<file path="config.mk">
export PLATFORM = sky130hd
export DESIGN_NAME = xspi_phy_os
export DESIGN_NICKNAME = d
export VERILOG_FILES = /design/src/rtl/xspi_pkg.sv /design/src/rtl/xspi_sync.sv /design/src/rtl/xspi_phy_os.sv
export SDC_FILE = /design/constraint.sdc
export NUM_CORES = 1
export LEC_CHECK = 0
export ABC_AREA = 1
export ABC_CLOCK_PERIOD_IN_PS = 4700
export CAP_MARGIN = 40
export CORE_MARGIN = 2
export CORE_UTILIZATION = 30
export DETAILED_ROUTE_END_ITERATION = 16
export DONT_BUFFER_PORTS = 1
export RECOVER_POWER = 100
export REMOVE_ABC_BUFFERS = 1
export SLEW_MARGIN = 10
export SYNTH_ARGS = -nofsm -noshare
export SYNTH_HDL_FRONTEND = slang
export SYNTH_SLANG_ARGS = --single-unit
</file>
<file path="constraint.sdc">
create_clock -name clk_i -period 4.7 [get_ports clk_i]
set_clock_uncertainty 0.05 [all_clocks]
set_input_delay 0.94 -clock clk_i [delete_from_list [all_inputs] [get_ports clk_i]]
set_output_delay 0.94 -clock clk_i [all_outputs]
set_load 0.02 [all_outputs]
</file>
<file path="src/rtl/xspi_pkg.sv">
// xspi_pkg: shared definitions for the oversampling xSPI slave PHY.
//   - bus-width (mode) encodings carried on txnmode_i
//   - PHY state enumeration
//   - helpers mapping a mode to bits-per-beat and to the lanes it drives
package xspi_pkg;

  localparam logic [1:0] XSPI_MODE_SINGLE = 2'b00;
  localparam logic [1:0] XSPI_MODE_DUAL   = 2'b01;
  localparam logic [1:0] XSPI_MODE_QUAD   = 2'b10;

  typedef enum logic [1:0] {
    DESEL = 2'b00,
    SEL   = 2'b01,
    RX    = 2'b10,
    TX    = 2'b11
  } xspi_state_t;

  // Bits transferred per SCK beat; 0 flags the reserved encoding.
  function automatic logic [2:0] xspi_bpb(input logic [1:0] mode);
    case (mode)
      XSPI_MODE_SINGLE: xspi_bpb = 3'd1;
      XSPI_MODE_DUAL:   xspi_bpb = 3'd2;
      XSPI_MODE_QUAD:   xspi_bpb = 3'd4;
      default:          xspi_bpb = 3'd0;
    endcase
  endfunction

  // Lanes driven while transmitting. Single-bit transmit uses sio[1]
  // (classic MISO position), so its mask differs from its receive lane.
  function automatic logic [3:0] xspi_tx_lanes(input logic [1:0] mode);
    case (mode)
      XSPI_MODE_SINGLE: xspi_tx_lanes = 4'b0010;
      XSPI_MODE_DUAL:   xspi_tx_lanes = 4'b0011;
      XSPI_MODE_QUAD:   xspi_tx_lanes = 4'b1111;
      default:          xspi_tx_lanes = 4'b0000;
    endcase
  endfunction

endpackage

</file>
<file path="src/rtl/xspi_sync.sv">
// xspi_sync: brings the raw SCK/SCE/SIO pins into the clk domain.
//   clk, rst_n             system clock, async active-low reset
//   sck, sce, sio[3:0]     raw pins
//   sck_rise, sck_fall     one-clk pulses on synchronised SCK edges
//   sce_level              synchronised chip-enable level
//   sce_rise, sce_fall     one-clk pulses on synchronised SCE edges
//   sio_sync[3:0]          synchronised data lanes
// SIO uses the same depth as SCK, so the lane value seen with a rise
// pulse is the one present at the pins when SCK rose.
module xspi_sync #(
  parameter int SYNC_STAGES = 2
) (
  input  logic       clk,
  input  logic       rst_n,
  input  logic       sck,
  input  logic       sce,
  input  logic [3:0] sio,
  output logic       sck_rise,
  output logic       sck_fall,
  output logic       sce_level,
  output logic       sce_rise,
  output logic       sce_fall,
  output logic [3:0] sio_sync
);

  logic [SYNC_STAGES-1:0] sck_pipe;
  logic [SYNC_STAGES-1:0] sce_pipe;
  logic [3:0]             sio_pipe [SYNC_STAGES];
  logic                   sck_dly;
  logic                   sce_dly;
  logic                   sck_s;
  logic                   sce_s;

  always_ff @(posedge clk or negedge rst_n) begin
    if (!rst_n) begin
      sck_pipe <= '0;
      sce_pipe <= '0;
      sck_dly  <= 1'b0;
      sce_dly  <= 1'b0;
      for (int i = 0; i < SYNC_STAGES; i++) sio_pipe[i] <= '0;
    end else begin
      sck_pipe <= {sck_pipe[SYNC_STAGES-2:0], sck};
      sce_pipe <= {sce_pipe[SYNC_STAGES-2:0], sce};
      sck_dly  <= sck_s;
      sce_dly  <= sce_s;
      sio_pipe[0] <= sio;
      for (int i = 1; i < SYNC_STAGES; i++) sio_pipe[i] <= sio_pipe[i-1];
    end
  end

  assign sck_s     = sck_pipe[SYNC_STAGES-1];
  assign sce_s     = sce_pipe[SYNC_STAGES-1];
  assign sck_rise  = sck_s & ~sck_dly;
  assign sck_fall  = ~sck_s & sck_dly;
  assign sce_level = sce_s;
  assign sce_rise  = sce_s & ~sce_dly;
  assign sce_fall  = ~sce_s & sce_dly;
  assign sio_sync  = sio_pipe[SYNC_STAGES-1];

endmodule

</file>
<file path="src/rtl/xspi_phy_os.sv">
// xspi_phy_os: oversampling xSPI slave PHY, fully in the clk domain.
//   clk_i, rst_ni          system clock (>= 4x SCK), async active-low reset
//   sck_i, sce_i, sio_i    raw pins from the pads
//   sio_o, sio_oe          lane data / per-lane output enable to the pads
//   txnstart_i             strobe arming a phase of txnbc_i beats in
//                          txnmode_i width and txndir_i direction
//   txndata_i / txndata_o  right-justified transmit / receive data
//   txndone_o, txnabort_o, txnerr_o  one-clk status pulses
//   busy_o, sel_o          phase active / selected
module xspi_phy_os
  import xspi_pkg::*;
#(
  parameter int DATA_BITS        = 32,
  parameter int CYCLE_COUNT_BITS = 8,
  parameter int SYNC_STAGES      = 2
) (
  input  logic                        clk_i,
  input  logic                        rst_ni,
  input  logic                        sck_i,
  input  logic                        sce_i,
  input  logic [3:0]                  sio_i,
  output logic [3:0]                  sio_o,
  output logic [3:0]                  sio_oe,
  input  logic                        txnstart_i,
  input  logic [CYCLE_COUNT_BITS-1:0] txnbc_i,
  input  logic [1:0]                  txnmode_i,
  input  logic                        txndir_i,
  input  logic [DATA_BITS-1:0]        txndata_i,
  output logic [DATA_BITS-1:0]        txndata_o,
  output logic                        txndone_o,
  output logic                        txnabort_o,
  output logic                        txnerr_o,
  output logic                        busy_o,
  output logic                        sel_o
);

  logic       sck_rise, sck_fall, sce_level, sce_rise, sce_fall;
  logic [3:0] sio_s;

  xspi_sync #(.SYNC_STAGES(SYNC_STAGES)) u_sync (
    .clk       (clk_i),
    .rst_n     (rst_ni),
    .sck       (sck_i),
    .sce       (sce_i),
    .sio       (sio_i),
    .sck_rise  (sck_rise),
    .sck_fall  (sck_fall),
    .sce_level (sce_level),
    .sce_rise  (sce_rise),
    .sce_fall  (sce_fall),
    .sio_sync  (sio_s)
  );

  xspi_state_t                 state_reg, state_next;
  logic [CYCLE_COUNT_BITS-1:0] beat_reg, beat_next;
  logic [CYCLE_COUNT_BITS-1:0] bc_reg, bc_next;
  logic [1:0]                  mode_reg, mode_next;
  logic [DATA_BITS-1:0]        rx_reg, rx_next;
  logic [DATA_BITS-1:0]        tx_reg, tx_next;
  logic [3:0]                  oe_reg, oe_next;
  logic                        done_reg, done_next;
  logic                        abort_reg, abort_next;
  logic                        err_reg, err_next;

  // Start qualification, evaluated on the requested mode/count.
  logic [31:0]          req_bits;
  logic [31:0]          tx_shamt;
  logic                 start_ok;
  logic [DATA_BITS-1:0] tx_load;

  assign req_bits = 32'(txnbc_i) * 32'(xspi_bpb(txnmode_i));
  assign start_ok = (txnbc_i != '0) && (txnmode_i != 2'b11) &&
                    (req_bits <= 32'(DATA_BITS));
  // Left-align so the first beat sits in the MSBs of the shifter.
  assign tx_shamt = 32'(DATA_BITS) - req_bits;
  assign tx_load  = txndata_i << tx_shamt;

  // Lane routing for the active phase width.
  logic [2:0]  cur_bpb;
  logic [3:0]  rx_lanes;
  logic [3:0]  tx_drive;
  logic [CYCLE_COUNT_BITS-1:0] beat_inc;

  assign cur_bpb  = xspi_bpb(mode_reg);
  assign beat_inc = beat_reg + 1'b1;

  always_comb begin
    rx_lanes = 4'b0000;
    tx_drive = 4'b0000;
    case (mode_reg)
      XSPI_MODE_SINGLE: begin
        rx_lanes = {3'b000, sio_s[0]};
        tx_drive = {2'b00, tx_reg[DATA_BITS-1], 1'b0};
      end
      XSPI_MODE_DUAL: begin
        rx_lanes = {2'b00, sio_s[1:0]};
        tx_drive = {2'b00, tx_reg[DATA_BITS-1 -: 2]};
      end
      XSPI_MODE_QUAD: begin
        rx_lanes = sio_s;
        tx_drive = tx_reg[DATA_BITS-1 -: 4];
      end
      default: begin
        rx_lanes = 4'b0000;
        tx_drive = 4'b0000;
      end
    endcase
  end

  always_ff @(posedge clk_i or negedge rst_ni) begin
    if (!rst_ni) begin
      state_reg <= DESEL;
      beat_reg  <= '0;
      bc_reg    <= '0;
      mode_reg  <= XSPI_MODE_SINGLE;
      rx_reg    <= '0;
      tx_reg    <= '0;
      oe_reg    <= '0;
      done_reg  <= 1'b0;
      abort_reg <= 1'b0;
      err_reg   <= 1'b0;
    end else begin
      state_reg <= state_next;
      beat_reg  <= beat_next;
      bc_reg    <= bc_next;
      mode_reg  <= mode_next;
      rx_reg    <= rx_next;
      tx_reg    <= tx_next;
      oe_reg    <= oe_next;
      done_reg  <= done_next;
      abort_reg <= abort_next;
      err_reg   <= err_next;
    end
  end

  always_comb begin
    state_next = state_reg;
    beat_next  = beat_reg;
    bc_next    = bc_reg;
    mode_next  = mode_reg;
    rx_next    = rx_reg;
    tx_next    = tx_reg;
    oe_next    = oe_reg;
    done_next  = 1'b0;
    abort_next = 1'b0;
    err_next   = 1'b0;

    if (sce_fall) begin
      // Deselect overrides everything, including a coincident start.
      state_next = DESEL;
      oe_next    = 4'b0000;
      if (state_reg == RX || state_reg == TX) abort_next = 1'b1;
      if (txnstart_i) err_next = 1'b1;
    end else begin
      case (state_reg)
        DESEL: if (sce_rise) state_next = SEL;
        RX: begin
          if (sck_rise) begin
            rx_next   = (rx_reg << cur_bpb) | DATA_BITS'(rx_lanes);
            beat_next = beat_inc;
            if (beat_inc == bc_reg) begin
              done_next  = 1'b1;
              state_next = SEL;
            end
          end
        end
        TX: begin
          if (sck_rise) begin
            beat_next = beat_inc;
          end else if (sck_fall && beat_reg != '0) begin
            // A zero beat count means no rise yet: a leading fall
            // (SCK idling high) must not advance the shifter.
            if (beat_reg == bc_reg) begin
              done_next  = 1'b1;
              state_next = SEL;
            end else begin
              tx_next = tx_reg << cur_bpb;
            end
          end
        end
        default: ;
      endcase

      if (txnstart_i) begin
        if (state_reg != SEL || !start_ok) begin
          err_next = 1'b1;
        end else begin
          beat_next = '0;
          bc_next   = txnbc_i;
          mode_next = txnmode_i;
          if (txndir_i) begin
            state_next = TX;
            tx_next    = tx_load;
            oe_next    = xspi_tx_lanes(txnmode_i);
          end else begin
            state_next = RX;
            rx_next    = '0;
            tx_next    = '0;
            oe_next    = 4'b0000;
          end
        end
      end
    end
  end

  assign sio_o      = tx_drive & oe_reg;
  assign sio_oe     = oe_reg;
  assign txndata_o  = rx_reg;
  assign txndone_o  = done_reg;
  assign txnabort_o = abort_reg;
  assign txnerr_o   = err_reg;
  assign busy_o     = (state_reg == RX) || (state_reg == TX);
  assign sel_o      = sce_level && (state_reg != DESEL);

endmodule

</file>
# After elaboration in Yosys (flattened, before gate mapping)
# Cells that the tools add are included.
# W data, S select, Z words.
# op_classes
n_addsub	2
multipliers	1
order_cmp	1
eq_ne	11
shifts	3
mux	49
bitwise	12
reduce_logical	17
# ops
operator	n
$mux W32	12
$shl A32 B3 Y32	2
$pmux W4 S3	3
$mux W8	4
$or A32 B4 Y32	1
$shl A32 B32 Y32	1
$mux W2	9
$pmux W3 S3	2
$eq A8 B8 Y1	2
$mux W4	4
$reduce_bool A8 Y1	2
$mux W1	13
$sub A6 B11 Y12 const A	1
$le A11 B6 Y1 const B	1
$mul A8 B3 Y11	1
$add A8 B1 Y8 const B	1
$eq A2 B2 Y1 const B	4
$logic_not A2 Y1	3
$not A1 Y1	6
$pmux W2 S3	1
$and A1 B1 Y1	4
$and A4 B4 Y4	1
$eq A2 B1 Y1 const B	2
$logic_and A1 B1 Y1	4
9 further kinds	12
# word_totals
register_bits	105
input_bits	52
out_inout_bits	45
wordCells	112

# Logic depth before layout (Yosys ltp)
# logic_depth
word_depth	10
depth_mapped	28
depth_no_buf	26

# Hierarchy
# From an unflattened synthesis, not the netlist that was laid out.
# unflattened
cells_unflattened	1445
area_unflattened_um2	9151.3
# modules_own_cells
module	n_inst	cells_per_inst	area_per_inst_um2	seq_area_each_um2
xspi_phy_os	1	1419	8740.9	2252.2
xspi_sync	1	26	410.4	350.3

# Worst setup path before layout
# No wires, ideal clock.
# synth_timing
kind	input-to-reg
start	input txnmode_i[0]
end	register tx_reg[10]
setup_ps	132
t_arrival_ps	4190
setup_slack_ps	329
stages	22
cell_sequence	inv_1 -> ha_1 -> clkbuf_1 -> nand2_1 -> inv_1 -> fa_1 -> ha_1 -> fa_1 -> inv_1 -> nand2_1 -> nand2_1 -> nand2_1 -> nand3_1 -> nand2_1 -> nor2_2 -> nand3_2 -> nor4_2 -> nand2_2 -> nand2_2 -> buf_2 -> o22ai_1 -> o21bai_1
# synth_via
elab_chain_cells	9
word_cells_on_any_way	16
cone_classes	add/sub: 1; mul: 1; order compare: 1; eq/ne: 3; shift: 1; mux: 4; reduce/logical: 5
# synth_rtl
item	line_no	source
start: declaration	xspi_phy_os.sv:26	input logic [1:0] txnmode_i,
branches (longest 7 deep; another with $sub A6 B11 Y12)	-	
$mux W32 (*)	xspi_phy_os.sv:185	if (state_reg != SEL || !start_ok) begin
$mux W32 (*)	xspi_phy_os.sv:184	if (txnstart_i) begin
end signal: assignment	xspi_phy_os.sv:128	tx_reg <= tx_next;
end: declaration	xspi_phy_os.sv:59	logic [DATA_BITS-1:0] tx_reg, tx_next;
# Mark *: on every way between the ends.
# A chain may end at the register's enable or synchronous reset.

# Final worst setup path
# layout_timing
start	input txnmode_i[0]
end	register tx_reg[9]
# The elaborated chain is that of the path after synthesis.

==> flow_metrics.env <==
export IMPL_total_of_warnings_raised_by_yosys=0
export IMPL_critPathCaptureType="flip-flop"
export IMPL_fp_dieH_microns=177
export IMPL_area_delta_synth_final_pct=9.52
export IMPL_worst_hold_slack_ns=0.222
export IMPL_critical_path_slowest_cell="sky130_fd_sc_hd__fa_1"
export IMPL_reg2reg_from="u_sync.sce_pipe[1]$_DFF_PN0_"
export IMPL_final_hold_viol_count=0
export IMPL_r2r_end="txndata_o[21]$_DFFE_PN0N_"
export IMPL_pre_cts_ws_ns=0.0361
export IMPL_tritoncts="done"
export IMPL_regArea_sq_um=2600
export IMPL_via_count=9605
export IMPL_multi_input_comb_area_sq_um=5380
export IMPL_peakVddDrop_mv=0.226
export IMPL_grt_antenna_before_repair=1
export IMPL_synth_async_reset_ratio_pct=100
export IMPL_synth_seq_area_share_pct=29.0
export IMPL_cp_arrival_ns=4.55
export IMPL_post_route_drc_count=0
export IMPL_timing_worst_slew_pin_value_ns=2.72
export IMPL_gp_congestion=0.883
export IMPL_cts_sinks=104
export IMPL_largest_net_degree_at_the_start_of_global_routing=105
export IMPL_antenna_diode_count=0
export IMPL_period_share_pct=93.0
export IMPL_cts_hold_buffers=0
export IMPL_port_buffers=0
export IMPL_grt_first_pass_wirelength_microns=46900
export IMPL_syn_instance_count=1422
export IMPL_drive_above_1_share_pct=5.52
export IMPL_nNetsFinal=1466
export IMPL_detailed_place_area_sq_um=9470
export IMPL_min_period_ns=4.37
export IMPL_relSlewSlack_pct=-81.7
export IMPL_violations="max-capacitance violations, max-slew violations"
export IMPL_ctsResizeCount=0
export IMPL_fmax_mhz=229
export IMPL_reg2reg_setup_slack_ns=0.96
export IMPL_leakage_uw=0.00458
export IMPL_worst_ep_required_time_ns=4.88
export IMPL_synth_register_bits=104
export IMPL_final_max_slew_violation_count=53
export IMPL_synthesis_area_per_instance_sq_um=6.30
export IMPL_layout_filler_cell_count=3270
export IMPL_synth_cell_area_sq_um=8960
export IMPL_path_class="input pin to flip-flop"
export IMPL_vias_per_cell=5.38
export IMPL_design_die_area_sq_um=31300
export IMPL_outcome="finished, violations left"
export IMPL_critPathLaunchType="input pin"
export IMPL_leading_post_synthesis_cells_by_cell_area="sky130_fd_sc_hd__dfrtp_1 (29%), sky130_fd_sc_hd__nand2_1 (18%), sky130_fd_sc_hd__nand3_1 (8.8%)"
export IMPL_crit_fanout=24
export IMPL_cp_common_cell="sky130_fd_sc_hd__nand2_1"
export IMPL_route_antenna_remaining_nets=0
export IMPL_initial_core_util_pct=30.3
export IMPL_layout_core_utilization_pct=33.2
export IMPL_synth_area_leader_cell="sky130_fd_sc_hd__dfrtp_1"
export IMPL_clkSlewWorstSetupHoldPaths_ns=0.07
export IMPL_dominantRegCellSynth="sky130_fd_sc_hd__dfrtp_1"
export IMPL_synth_enable_flop_cells=0
export IMPL_clkLatencyLatePin_ns=0.35
export IMPL_core_rowCount=63
export IMPL_first_pass_iters=6
export IMPL_drv_max_cap_violation_count=1
export IMPL_cts_inserted_buffers=9
export IMPL_number_of_global_route_vias_before_repair=8805
export IMPL_worst_r2r_cell_count=6
export IMPL_setup_viol_count_final=0
export IMPL_clock_tree_root_cell="sky130_fd_sc_hd__clkbuf_16"
export IMPL_postCtsSetupBuffers=0
export IMPL_postRouteWirelength_microns=29400
export IMPL_final_worst_slack_ns=0.328
export IMPL_crit_chain="inv_1 > ha_1 > nand2_1 > inv_1 > fa_1 > ha_1 > fa_1 > inv_1 > nand2_1 > nand2_1 > nand2_1 > nand3_1 > nand2_1 > nor2_2 > nand3_2 > clkbuf_4 > nor4_2 > nand2_2 > nand2_2 > buf_12 > o22ai_1 > o21bai_1"
export IMPL_clock_tree_buffer_depth=2
export IMPL_drt_initial_drc_count=855
export IMPL_ctsHtreeMaxLevel=3
export IMPL_place_hpwl_microns=21000
export IMPL_fp_coreArea_sq_um=29600
export IMPL_crit_path_max_incr_delay_ns=0.49
export IMPL_power_per_cell_area_nw_per_um2=538
export IMPL_rsz0062_at_grt="false"
export IMPL_post_synth_top_area_fraction_pct=29.0
export IMPL_fp_dieW_microns=177
export IMPL_post_layout_total_power_uw=5280
export IMPL_hold_class="input pin to async pin"
export IMPL_grt_overflow_total=0
export IMPL_routed_wl_per_cell_microns=16.5
export IMPL_layout_cell_area_non_filler_sq_um=9820
export IMPL_grt_resource_usage_total_pct=18.6
export IMPL_io_pins=97
export IMPL_yosysUniqueCellTypes=50
## worst max-delay path by stage
stage | from | endpoint | slack, ns | cells after the start
after floorplan | txnmode_i[0] | tx_reg[27]$_DFFE_PN0N_ | -0.47 | 14
after global placement | txnmode_i[0] | tx_reg[30]$_DFFE_PN0N_ | 0.06 | 27
after detailed placement | txnmode_i[0] | tx_reg[31]$_DFFE_PN0N_ | 0.04 | 26
after CTS | txnmode_i[0] | tx_reg[31]$_DFFE_PN0N_ | 0.41 | 26
after global routing | txnmode_i[0] | tx_reg[31]$_DFFE_PN0N_ | 0.03 | 26
final | txnmode_i[0] | tx_reg[9]$_DFFE_PN0N_ | 0.33 | 22
## critical path: cells and delay by family
family          cells  cell delay [ns]
compound gates      2             0.38
fa+ha+maj           4             1.43
buf+inv             5             0.55
simple gates       11             1.25
## logic make-up after synthesis
group | count (synthesis) | share of synthesized area [%]
adders and majority gates | 24 | 3.94
AOI/OAI and AO/OA | 338 | 22.0
and+or+nand+nor | 694 | 32.4
muxes | 1 | 0.112
buffers and inverters | 246 | 11.0
DFF | 104 | 29.0
xor gates and xnor gates | 15 | 1.47
## synthesized netlist by cell type (5+ instances only)
master	number
sky130_fd_sc_hd__o21bai_1	9
sky130_fd_sc_hd__dfrtp_1	104
sky130_fd_sc_hd__a21oi_1	65
sky130_fd_sc_hd__clkbuf_1	60
sky130_fd_sc_hd__a22oi_1	8
sky130_fd_sc_hd__ha_1	17
sky130_fd_sc_hd__nor2_1	63
sky130_fd_sc_hd__nor3_1	14
sky130_fd_sc_hd__nand3_1	158
sky130_fd_sc_hd__fa_1	7
sky130_fd_sc_hd__buf_2	14
sky130_fd_sc_hd__o21ai_0	116
sky130_fd_sc_hd__o221ai_1	16
sky130_fd_sc_hd__a31oi_1	5
sky130_fd_sc_hd__xor2_1	11
sky130_fd_sc_hd__o22ai_1	99
sky130_fd_sc_hd__nand2_2	5
sky130_fd_sc_hd__nand2_1	435
sky130_fd_sc_hd__o211ai_1	5
sky130_fd_sc_hd__inv_1	146
sky130_fd_sc_hd__buf_1	8
sky130_fd_sc_hd__clkinv_1	5
## through the flow
stage               TNS [ns]  instances
CTS                        0       1785
global route               0       1785
finish                     0       1785
floorplan             -11.26       1331
global placement           0       1767
detailed placement         0       1769
## layout make-up
class                      count  share of cell area [%]
inverter                     155                    5.93
multi-input combinational   1072                    54.8
timing repair buffer          48                    4.04
sequential                   104                    26.5
clock inverter                 5                    1.30
clock buffer                  11                    2.47
tap                          390                    4.97
## layer usage
| layer | share of wire [%] | global-route usage [%] |
|---|---|---|
| met3 | 8.5 | 5.11 |
| met2 | 46 | 29.7 |
| met1 | 43 | 24.5 |
| met5 | 0.054 | 0 |
| met4 | 2.1 | 5.17 |
## cells in the final DEF (no fill, tap or decap), drive strengths merged
cell type / netlist / final
nor4: 5 / 5
or2: 1 / 1
bufinv: 0 / 4
o32ai: 1 / 1
a41oi: 1 / 1
xor2: 11 / 11
o211ai: 5 / 5
ha: 17 / 17
a211o: 1 / 1
nand2: 440 / 440
a2111oi: 1 / 1
a22oi: 8 / 8
a21oi: 65 / 65
o21bai: 9 / 9
a21boi: 1 / 1
a31oi: 5 / 5
buf: 30 / 42
nor2: 67 / 67
nand3: 159 / 159
nand3b: 1 / 1
clkinv: 5 / 5
o22ai: 99 / 99
o221ai: 16 / 16
inv: 150 / 150
a21o: 1 / 1
a22o: 1 / 1
nor3: 15 / 15
dfrtp: 104 / 104
nand4: 4 / 4
fa: 7 / 7
a32oi: 1 / 1
and2: 1 / 1
o21ai: 121 / 121
xnor2: 4 / 4
nor3b: 1 / 1
clkinvlp: 0 / 1
clkbuf: 61 / 17
a211oi: 2 / 2
mux2i: 1 / 1
## where the power goes
part | total (uW) | leakage [uW] | internal (uW) | switching [uW]
Combinational | 2590 | 0.00305 | 933 | 1650
Clock | 931 | 0.000176 | 589 | 342
Sequential | 1770 | 0.00135 | 1210 | 559
Total | 5280 | 0.00458 | 2730 | 2550
No activity file was read; power rests on OpenSTA's default activity.
